**config.mk**
```make
export PLATFORM = sky130hd
export DESIGN_NAME = nibble_serial_adder_ctrl
export DESIGN_NICKNAME = d
export VERILOG_FILES = /design/src/rtl/nibble_serial_adder_ctrl_pkg.sv /design/src/rtl/nibble_serial_adder_ctrl_bit4adder.sv /design/src/rtl/nibble_serial_adder_ctrl.sv
export SDC_FILE = /design/constraint.sdc
export NUM_CORES = 1
export LEC_CHECK = 0
export BUFFER_PORTS_ARGS = -buffer_cell sky130_fd_sc_hd__buf_2
export CAP_MARGIN = 20
export CORE_ASPECT_RATIO = 0.8
export CORE_MARGIN = 3
export CORE_UTILIZATION = 49
export CTS_CLUSTER_DIAMETER = 60
export CTS_CLUSTER_SIZE = 10
export DETAILED_ROUTE_END_ITERATION = 7
export PLACE_DENSITY = 0.72
export SYNTH_ARGS = -nofsm -noshare
export SYNTH_HDL_FRONTEND = slang
export SYNTH_SLANG_ARGS = --single-unit
export TNS_END_PERCENT = 10
```
**constraint.sdc**
```tcl
create_clock -name clk -period 3.6 [get_ports clk]
set_clock_uncertainty 0.15 [all_clocks]
set_input_delay 0.18 -clock clk [delete_from_list [all_inputs] [get_ports clk]]
set_output_delay 0.18 -clock clk [all_outputs]
set_load 0.03 [all_outputs]
```
**src/rtl/nibble_serial_adder_ctrl_pkg.sv**
```systemverilog
// Shared types and constants for the nibble-serial add/subtract sequencer.
package nibble_serial_adder_ctrl_pkg;

    localparam int unsigned NIB_W = 4;

    typedef enum logic [1:0] {
        IDLE = 2'd0,
        RUN  = 2'd1,
        DONE = 2'd2
    } state_t;

endpackage : nibble_serial_adder_ctrl_pkg

```
**src/rtl/nibble_serial_adder_ctrl_bit4adder.sv**
```systemverilog
// Combinational 4-bit ripple-carry slice reused once per nibble by the sequencer.
module bit4adder
    import nibble_serial_adder_ctrl_pkg::*;
(
    input  logic [NIB_W-1:0] a,
    input  logic [NIB_W-1:0] b,
    input  logic             cin,
    output logic [NIB_W-1:0] sum_c,
    output logic             cout_c
);

    logic [NIB_W:0] c;

    always_comb begin
        sum_c = '0;
        c     = '0;
        c[0]  = cin;
        for (int i = 0; i < int'(NIB_W); i++) begin
            sum_c[i] = a[i] ^ b[i] ^ c[i];
            c[i+1]   = (a[i] & b[i]) | (a[i] & c[i]) | (b[i] & c[i]);
        end
    end

    assign cout_c = c[NIB_W];

endmodule : bit4adder

```
**src/rtl/nibble_serial_adder_ctrl.sv**
```systemverilog
// Adds or subtracts WIDTH-bit operands one nibble per clock through a single
// shared 4-bit ripple slice, with valid/ready handshakes on both sides.
module nibble_serial_adder_ctrl
    import nibble_serial_adder_ctrl_pkg::*;
#(
    parameter int unsigned WIDTH = 16
) (
    input  logic             clk,
    input  logic             rst_n,
    input  logic             flush,
    input  logic             start_valid,
    output logic             start_ready,
    input  logic             op_sub,
    input  logic [WIDTH-1:0] a_in,
    input  logic [WIDTH-1:0] b_in,
    input  logic             c_in,
    output logic             res_valid,
    input  logic             res_ready,
    output logic [WIDTH-1:0] sum,
    output logic             carry,
    output logic             overflow
);

    localparam int unsigned NIBBLES = WIDTH / NIB_W;
    localparam int unsigned IDX_W   = $clog2(NIBBLES);

    state_t             state_q, state_d;
    logic [WIDTH-1:0]   a_q, b_q, sum_q;
    logic [IDX_W-1:0]   idx_q;
    logic               carry_q, carry_out_q, ovf_q;

    logic               accept_c, step_c, last_c;
    logic [NIB_W-1:0]   a_nib_c, b_nib_c, slice_sum_c;
    logic               slice_cout_c, msb_carry_c;

    // State register
    always_ff @(posedge clk or negedge rst_n) begin
        if (!rst_n) begin
            state_q <= IDLE;
        end else begin
            state_q <= state_d;
        end
    end

    // Next state and datapath strobes; flush overrides every handshake
    always_comb begin
        state_d  = state_q;
        accept_c = 1'b0;
        step_c   = 1'b0;
        last_c   = 1'b0;
        if (flush) begin
            state_d = IDLE;
        end else begin
            case (state_q)
                IDLE: begin
                    if (start_valid) begin
                        accept_c = 1'b1;
                        state_d  = RUN;
                    end
                end
                RUN: begin
                    step_c = 1'b1;
                    if (idx_q == IDX_W'(NIBBLES - 1)) begin
                        last_c  = 1'b1;
                        state_d = DONE;
                    end
                end
                DONE: begin
                    if (res_ready) begin
                        state_d = IDLE;
                    end
                end
                default: state_d = IDLE;
            endcase
        end
    end

    assign start_ready = (state_q == IDLE);
    assign res_valid   = (state_q == DONE);

    assign a_nib_c = a_q[idx_q*NIB_W +: NIB_W];
    assign b_nib_c = b_q[idx_q*NIB_W +: NIB_W];

    bit4adder u_slice (
        .a      (a_nib_c),
        .b      (b_nib_c),
        .cin    (carry_q),
        .sum_c  (slice_sum_c),
        .cout_c (slice_cout_c)
    );

    // Carry into the MSB, recovered from the top slice's bit-3 sum
    assign msb_carry_c = a_nib_c[NIB_W-1] ^ b_nib_c[NIB_W-1] ^ slice_sum_c[NIB_W-1];

    // Operand latch, nibble sequencing and result capture
    always_ff @(posedge clk or negedge rst_n) begin
        if (!rst_n) begin
            a_q         <= '0;
            b_q         <= '0;
            sum_q       <= '0;
            idx_q       <= '0;
            carry_q     <= 1'b0;
            carry_out_q <= 1'b0;
            ovf_q       <= 1'b0;
        end else if (accept_c) begin
            a_q     <= a_in;
            b_q     <= op_sub ? ~b_in : b_in;
            idx_q   <= '0;
            carry_q <= op_sub ? ~c_in : c_in;
        end else if (step_c) begin
            sum_q[idx_q*NIB_W +: NIB_W] <= slice_sum_c;
            carry_q                     <= slice_cout_c;
            if (last_c) begin
                carry_out_q <= slice_cout_c;
                ovf_q       <= msb_carry_c ^ slice_cout_c;
            end else begin
                idx_q <= idx_q + IDX_W'(1);
            end
        end
    end

    assign sum      = sum_q;
    assign carry    = carry_out_q;
    assign overflow = ovf_q;

endmodule : nibble_serial_adder_ctrl

```
==> impl_metrics.toml, run 1 <==
[run_status]
status = "completed"

[sta]
finalCritPeriodShare_pct = 86.3
fmax_mhz = 322
worst_slew_pin_slew_ns = 0.798
finalHoldViolCount = 0
period_needed_ns = 3.11
drv_slew = 0
fin_setup_tns_ns = 0
finalSetupViolations = 0
rsz0062_at_grt = "false"
slew_headroom_pct = 46.1

[power]
p_leak_nw = 1.54
power.total_mw = 2.38
vdd_drop_max_mv = 0.353
cellPowerDensity_nw_per_um2 = 698

[global_route]
gr-total-overflow = 0
grt_use_total_pct = 17.8
grt_pass1_vias = 1908
grt_pass1_wl_um = 9290
grt_start_max_net_pins = 56
antenna_found_initial = 0

[clocking]
clkTransAtPathRegs_ns = 0.10
cts.sinks = 55
cts_max_level = 2
cts_inserted_buffers = 5
cts_root_buf = "clkbuf_8"
cts_buffer_depth = 2
cts_tree = "done"
cts_resized = 0
cts_hold_buffers = 23
clock_latency_ns = 0.31
postCtsSetupRepairBufs = 0

[floorplanning]
fp-row-count = 23
die_h_um = 73.2
dieArea_um2 = 6590
die_w_um = 90.0
io_pins = 59
start_util_pct = 52.9
core_area_um2 = 5240

[critical_path]
arrival_ns = 3.16
critPathRequiredTime_ns = 3.66
cp-end-kind = "flop"
worstSetupPathType = "reg -> reg"
worstPathMaxFanout = 4
cp-start-kind = "flop"

[cells_and_area]
fillers = 427
diodes = 0
area_delta_synth_final_pct = 23.3
nets = 360
design_area_um2 = 3410
final_layout_size_suffix_gt1_share_pct = 31.6
fin_cells = 385

[yosys]
yosys_warnings = 0
synthArstFlopShare_pct = 100
ys_seq_elements = 55
synth_edf_count = 0
syn_nets = 284
syn_inst = 234
syn_area_um2 = 2770
avgSynthCellArea_um2 = 11.8
synth_cell_types = 30
synthFlopType = "dfrtp_1"
ys_seq_area_share_pct = 49.7

[routing]
drt_first_pass_iters = 4
wl_per_cell_um = 14.3
via_count = 1927
drt_iter0_drc = 74
antenna_left = 0
viasPerCell = 5.01
drt-total-wl_um = 5510
drcViolationCount = 0

[placement]
port_buffers = 58
routabilityCongestion = 0.756
dp_hpwl_um = 4030
dp.cells = 355
placed_cell_area_um2 = 3090

[job]
max-cap-violations = 0

[worst_hold_path]
holdCritPathClass = "in -> reg"
## stage by stage
step	setup slack [ns]	util (%)	hold WS, ns
global route	0.340	65.2	0.000887
floorplan	0.255	-	-0.266
finish	0.492	65.2	0.00190
detailed placement	0.492	59.0	0.199
CTS	0.481	65.2	0.000514
global placement	0.591	59.0	0.195
## routing by layer
layer / track usage, % / vias to the layer above / share of wire [%]
li1: - / 949 / -
met1: 24.9 / 928 / 49
met2: 29.0 / 46 / 46
met3: 4.33 / 4 / 4.5
met4: 3.57 / 0 / 0.49
met5: 0 / - / 0
## kinds of logic after synthesis
logic type / share of synthesized area (%)
AND/OR/NAND/NOR: 11.8
flip-flops: 49.7
AO/OA/AOI/OAI: 7.23
multiplexers: 14.2
buffers and inverters: 4.65
XOR/XNOR: 6.33
adder cells (fa/ha/maj): 6.06
## layout make-up
class                           instances  area (µm²)  share of cell area [%]
Clock inverter                          1        8.76                   0.257
Tap cell                               75        93.8                    2.75
Clock buffer                            6        82.6                    2.42
Multi-Input combinational cell        154        1260                    37.0
Inverter                                8        30.0                   0.880
Timing Repair Buffer                   86         558                    16.3
Sequential cell                        55        1380                    40.3
## where the power goes
group / total, mW / internal (mW) / switching, mW / leakage (nW)
Sequential: 0.903 / 0.787 / 0.116 / 0.673
Combinational: 1.12 / 0.501 / 0.621 / 0.817
Clock: 0.356 / 0.155 / 0.200 / 0.0477
## cells in the final DEF, fill, tap and decap left out, types with 2 or more instances in the layout
cell | Yosys | routed
buf_2 | 7 | 58
dfrtp_1 | 55 | 55
dlygate4sd3_1 | 0 | 23
nand2_1 | 22 | 22
nor2_1 | 20 | 20
xnor2_1 | 20 | 20
a21oi_1 | 18 | 18
mux2_2 | 18 | 18
mux4_2 | 8 | 8
inv_1 | 8 | 8
o21ai_0 | 8 | 8
ha_1 | 7 | 7
o31ai_1 | 6 | 6
clkbuf_8 | 0 | 6
buf_4 | 3 | 5
nand4bb_1 | 4 | 4
fa_1 | 4 | 4
nor3b_1 | 3 | 3
nand3b_1 | 3 | 3
a22o_1 | 2 | 2
nand2b_1 | 2 | 2
## registers in the layout (all words and copies together), names as in the netlist
name and count:
a_q 16, b_q 16, sum 16, idx_q 2, state_q 2, carry 1, carry_q 1, overflow 1
## cells in the mapped netlist, types with 2 or more instances
library cell  number  area (µm²)
fa_1               4        80.1
buf_2              7        35.0
a22o_1             2        17.5
a21oi_1           18        90.1
inv_1              8        30.0
mux2_2            18         203
buf_6              2        22.5
dfrtp_1           55        1380
ha_1               7        87.6
o21ai_0            8        40.0
nand4bb_1          4        45.0
xnor2_1           20         175
clkbuf_1           5        18.8
nand3b_1           3        22.5
nand2b_1           2        12.5
nor3b_1            3        22.5
o31ai_1            6        45.0
mux4_2             8         180
buf_4              3        22.5
nor2_1            20        75.1
nand2_1           22        82.6
## critical path, stage by stage (launching register included)
cell     delay, ns
dfrtp_1       0.44
mux4_2        0.55
fa_1          0.40
inv_1         0.08
fa_1          0.19
fa_1          0.19
inv_1         0.05
fa_1          0.42
xnor2_1       0.16
xnor2_1       0.12
mux2_2        0.26
## path summary, 6_finish.rpt
kind | from | to | slack (ns) | cells past startpoint
setup / recovery | idx_q[0] | overflow | 0.49 | 10
hold / removal | b_in[3] | b_q[3] | 0.002 | 3
setup reg to reg | idx_q[0] | overflow | 0.49 | 10
hold reg to reg | sum[13] | sum[13] | 0.33 | 2
max in group asynchronous | rst_n | a_q[14] | 2.47 | 3
min in group asynchronous | rst_n | sum[6] | 0.36 | 3
Power figures use the tool's default switching activity.
==> run 2, diff against run 1 <==
--- a/config.mk
+++ b/config.mk
@@ -9,11 +9,11 @@
 export CAP_MARGIN = 20
 export CORE_ASPECT_RATIO = 0.8
 export CORE_MARGIN = 3
-export CORE_UTILIZATION = 49
+export CORE_UTILIZATION = 30
 export CTS_CLUSTER_DIAMETER = 60
 export CTS_CLUSTER_SIZE = 10
 export DETAILED_ROUTE_END_ITERATION = 7
-export PLACE_DENSITY = 0.72
+export PLACE_DENSITY = 0.47
 export SYNTH_ARGS = -nofsm -noshare
 export SYNTH_HDL_FRONTEND = slang
 export SYNTH_SLANG_ARGS = --single-unit
==> constraint.sdc (replaced) <==
create_clock -name clk -period 2.7 [get_ports clk]
set_clock_uncertainty 0.15 [all_clocks]
set_input_delay 0.27 -clock clk [delete_from_list [all_inputs] [get_ports clk]]
set_output_delay 0.27 -clock clk [all_outputs]
set_load 0.03 [all_outputs]
==> run 2 against run 1 <==
Register-to-register slack got worse by 0.69 ns. Combinational power increased by 47%. Critical path depth fell by 1. Count of clock-buffer cells in the layout down 1. Sequential power grew 33%. Global-route usage is 5.6 points lower. Sequential share of layout area grew 0.29 points. Via count fell by 3.6%. The run now ends with setup timing left. Flip-flop and latch count stayed put. Largest power group unchanged. Design area down 0.62%.
==> impl_metrics.toml, run 2 (synthesis results as in run 1) <==
[worst_hold_path]
min_path_cells = 2
hp-start = "a_in[3]"
holdPathEnd = "a_q[3]"
holdCritPathClass = "in -> reg"

[critical_path]
reg2reg_depth = 9
r2r-start = "idx_q[0]"
arrival_ns = 2.93
cp-start-kind = "flop"
worstSetupPathType = "reg -> reg"
critPathRequiredTime_ns = 2.73
worstPathMaxFanout = 4
cp-end-kind = "flop"
ff2ff_setup_slack_ns = -0.20
worst_r2r_endpoint = "overflow"

[sta]
worst_slack_ns = -0.199
rsz0062_at_grt = "true"
finalSetupViolations = 7
finalHoldViolCount = 0
period_needed_ns = 2.90
timing.hold.ws_ns = 0.0579
finalCritPeriodShare_pct = 107
fmax_mhz = 345
drv_slew = 0
slew_headroom_pct = 62.3
fin_setup_tns_ns = -0.847
worst_slew_pin_slew_ns = 0.565

[global_route]
grt_pass1_wl_um = 10100
grt_use_total_pct = 12.3
grt_pass1_vias = 1929
antenna_found_initial = 0
gr-total-overflow = 0
grt_start_max_net_pins = 54

[cells_and_area]
fin_cells = 410
mostFrequentLayoutCells = "buf_2, dfrtp_1, nand2_1, nor2_1, xnor2_1"
layout_commonest_cell = "buf_2"
diodes = 0
fin_util_pct = 38.8
final_layout_size_suffix_gt1_share_pct = 38.9
nets = 347
area_delta_synth_final_pct = 22.5
multi_input_area_um2 = 1280
fillers = 912
regArea_um2 = 1380

[placement]
place_ws_ns = -0.261
port_buffers = 58
routabilityCongestion = 0.779
dp_hpwl_um = 4520
dp.cells = 400

[run_status]
violations = "setup timing"
status = "finished, violations left"

[clocking]
cts_max_level = 2
clkTransAtPathRegs_ns = 0.07
cts_tree = "done"
cts_inserted_buffers = 5
cts_root_buf = "clkbuf_16"
cts.sinks = 55
clock_latency_ns = 0.29
cts_buffer_depth = 2

[routing]
antenna_left = 0
highest_layer = "met4"
drcViolationCount = 0
drt_iter0_drc = 52
wl_met3_um = 352
dr_wl_met2_um = 2650
viasPerCell = 4.53
wl_per_cell_um = 14.5
drt-total-wl_um = 5930
via_count = 1858
wirelength_met1_um = 2910
drt_first_pass_iters = 4

[floorplanning]
io_pins = 59
start_util_pct = 31.7
die_w_um = 113
fp-row-count = 30
dieArea_um2 = 10400
core_area_um2 = 8750
die_h_um = 91.9

[job]
max-cap-violations = 0

[power]
vdd_drop_max_mv = 0.439
cellPowerDensity_nw_per_um2 = 1030
p_leak_nw = 1.50
run 2: changes by cell type in the layout (fill, tap and decap cells not counted), sizes merged:
cell	previous run	this run
buf	63	72
dlygate4sd3	23	1
clkbuf	6	5
clkinv	0	1
inv	9	8
clkinvlp	0	2
run 2: report_power, final:
part           switching [mW]  internal (mW)
Sequential              0.148           1.05
Combinational           0.876          0.775
Clock                   0.297          0.343
Total                    1.32           2.17
run 2: layer usage:
layer  track usage [%]  vias to the layer above
met4              2.60                        0
met3              3.63                        4
met1              16.8                      884
li1                  -                      923
met5                 0                        -
met2              19.3                       47
run 2: cell type report:
type	instances	area share (%)
Clock inverter	3	0.590
Tap cell	112	4.13
Multi-Input combinational cell	154	37.7
Clock buffer	5	3.69
Inverter	8	0.885
Sequential cell	55	40.6
Timing Repair Buffer	73	12.4
run 2: worst max-delay path by stage:
stage	start	to
finish	idx_q[0]	overflow
global route	idx_q[0]	overflow
CTS	idx_q[0]	overflow
detailed placement	idx_q[0]	overflow
global placement	idx_q[0]	overflow
floorplan	idx_q[0]	overflow
run 2: repair_timing:
item                                    in CTS  in global routing
endpoints found under the hold margin       23                  0
setup buffers                                1                  0
hold buffers                                 1                  0
endpoints found under the setup margin       7                  7
resized for setup                            7                  0
pin swaps                                    2                  0
run 2: worst max-delay path, stage by stage, from the launching register on:
cell and delay (ns):
dfrtp_2 0.41, mux4_2 0.53, fa_2 0.37, inv_2 0.06, fa_2 0.18, fa_2 0.19
inv_2 0.04, fa_2 0.54, xnor2_1 0.07, mux2_2 0.25
run 2: metrics by stage:
stage	power, mW	area, µm²
floorplan	2.33	2790
global placement	2.84	3220
detailed placement	2.87	3220
CTS	3.56	3390
global route	3.78	3390
finish	3.49	3390
==> run 3, diff against run 2 <==
--- a/config.mk
+++ b/config.mk
@@ -13,6 +13,7 @@
 export CTS_CLUSTER_DIAMETER = 60
 export CTS_CLUSTER_SIZE = 10
 export DETAILED_ROUTE_END_ITERATION = 7
+export HOLD_SLACK_MARGIN = 0.02
 export PLACE_DENSITY = 0.47
 export SYNTH_ARGS = -nofsm -noshare
 export SYNTH_HDL_FRONTEND = slang
==> constraint.sdc (replaced) <==
create_clock -name clk -period 2.3 [get_ports clk]
set_clock_uncertainty 0.15 [all_clocks]
set_input_delay 0.23 -clock clk [delete_from_list [all_inputs] [get_ports clk]]
set_output_delay 0.23 -clock clk [all_outputs]
set_load 0.03 [all_outputs]
==> run 3 against run 2 <==
Sequential power grew 18%. Worst setup slack worse by 0.43 ns. Non-clock buffer count rose by 10. Design area grew 4.1%. Via count is 4.1% higher. Total power increased by 22%. Combinational power up 26%. The run still ends with setup timing left. Register-to-register slack worse by 0.43 ns. Critical path depth rose by 1.
==> impl_metrics.toml, run 3 (synthesis results as in run 1) <==
[sta]
drv_slew = 0
finalCritPeriodShare_pct = 127
finalSetupViolations = 13
slew_headroom_pct = 68.4
rsz0062_at_grt = "true"
worst_slack_ns = -0.632
finalHoldViolCount = 0
fin_setup_tns_ns = -4.69
period_needed_ns = 2.93
worst_slew_pin_slew_ns = 0.474
fmax_mhz = 341

[cells_and_area]
fin_cells = 420
multi_input_area_um2 = 1300
fillers = 879
diodes = 0
area_delta_synth_final_pct = 27.5
regArea_um2 = 1380
nets = 357
layout_commonest_cell = "buf_2"
final_layout_size_suffix_gt1_share_pct = 38.3
design_area_um2 = 3530
mostFrequentLayoutCells = "buf_2, dfrtp_1, nand2_1, nor2_1, xnor2_1"

[placement]
dp_hpwl_um = 4460
port_buffers = 58
dp.cells = 400
routabilityCongestion = 0.734
placed_cell_area_um2 = 3230

[critical_path]
startpoint = "idx_q[0]"
cp-end-kind = "flop"
cp-start-kind = "flop"
worstPathMaxFanout = 4
worstSetupPathType = "reg -> reg"
arrival_ns = 2.96
r2r-start = "idx_q[0]"
critPathRequiredTime_ns = 2.33

[worst_hold_path]
hp-start = "a_in[11]"
holdCritPathClass = "in -> reg"

[floorplanning]
start_util_pct = 31.7
core_area_um2 = 8750
die_h_um = 91.9
io_pins = 59
dieArea_um2 = 10400
fp-row-count = 30
die_w_um = 113

[routing]
drt_iter0_drc = 82
via_count = 1935
drt-total-wl_um = 6110
viasPerCell = 4.61
drt_first_pass_iters = 5
drcViolationCount = 0
antenna_left = 0
wl_per_cell_um = 14.5

[clocking]
cts_buffer_depth = 2
cts_root_buf = "clkbuf_16"
clock_latency_ns = 0.29
postCtsSetupRepairBufs = 0
clkTransAtPathRegs_ns = 0.07
cts_tree = "done"
cts.sinks = 55
cts_inserted_buffers = 5
cts_max_level = 2

[global_route]
grt_pass1_wl_um = 10300
antenna_found_initial = 0
grt_pass1_vias = 1986
grt_start_max_net_pins = 54
grt_use_total_pct = 12.5
gr-total-overflow = 0

[power]
p_leak_nw = 1.56
p_int_mw = 2.63
p_clk_share_pct = 17.7
cellPowerDensity_nw_per_um2 = 1200
p_comb_share_pct = 49.0
seq_power_share_pct = 33.3
switching_power_mw = 1.61
vdd_drop_max_mv = 0.556
p_sw_share_pct = 38.0

[job]
max-cap-violations = 0

[run_status]
violations = "setup timing"
status = "finished, violations left"
==> run 3: what timing repair did <==
action	CTS	global route
endpoints found under the setup margin	14	15
cloned	0	0
resized for setup	10	6
hold buffers	12	0
hold endpoints to repair	26	0
pin swaps	5	4
==> run 3: metal layers <==
| layer | global-route usage [%] | part of all wire, % | vias to the layer above |
|---|---|---|---|
| met1 | 17.7 | 49 | 928 |
| met4 | 2.70 | 1.0 | 0 |
| li1 | - | - | 948 |
| met2 | 19.3 | 45 | 51 |
| met5 | 0 | 0 | - |
| met3 | 3.36 | 5.4 | 8 |
==> run 3: final timing paths <==
path	end	slack (ns)	cells after the start
min reg2reg	sum[1]	0.33	2
min in group asynchronous	sum[2]	0.23	2
max	overflow	-0.63	10
max in group asynchronous	state_q[1]	1.21	3
min	a_q[11]	0.03	2
max reg2reg	overflow	-0.63	10
==> run 3: critical path: stages, from the launching register on <==
cell and delay (ns):
dfrtp_2 0.41, mux4_2 0.53, fa_2 0.37, inv_2 0.06
fa_2 0.19, fa_2 0.20, inv_2 0.04, fa_2 0.36
xnor2_2 0.14, xnor2_1 0.12, mux2_2 0.25
==> run 3: per-stage QoR <==
step	hold WS [ns]	setup slack [ns]	power [mW]	util, %
6_report	0.0253	-0.632	4.24	40.4
5_1_grt	0.0283	-0.746	4.57	40.4
4_1_cts	0.0225	-0.643	4.20	40.1
3_5_place_dp	0.0271	-0.681	3.36	36.9
3_3_place_gp	0.0260	-0.638	3.34	36.9
2_1_floorplan	-0.216	-0.835	2.74	-
==> run 3: final cells by class <==
cell class              count  share of cell area (%)
multi-input cells         154                    36.9
clock inverters             1                   0.142
clock buffers               7                    3.76
well taps                 112                    3.97
inverters                   8                   0.851
repair buffers             83                    15.3
flip-flops and latches     55                    39.0
==> run 3: power groups by stage <==
stage | clock network [mW] | registers [mW] | logic (mW)
after CTS | 0.765 | 1.42 | 2.02
after global routing | 0.826 | 1.46 | 2.29
after detailed placement | 0 | 1.44 | 1.92
final | 0.751 | 1.41 | 2.08
after floorplan | 0 | 1.53 | 1.21
after global placement | 0 | 1.43 | 1.91
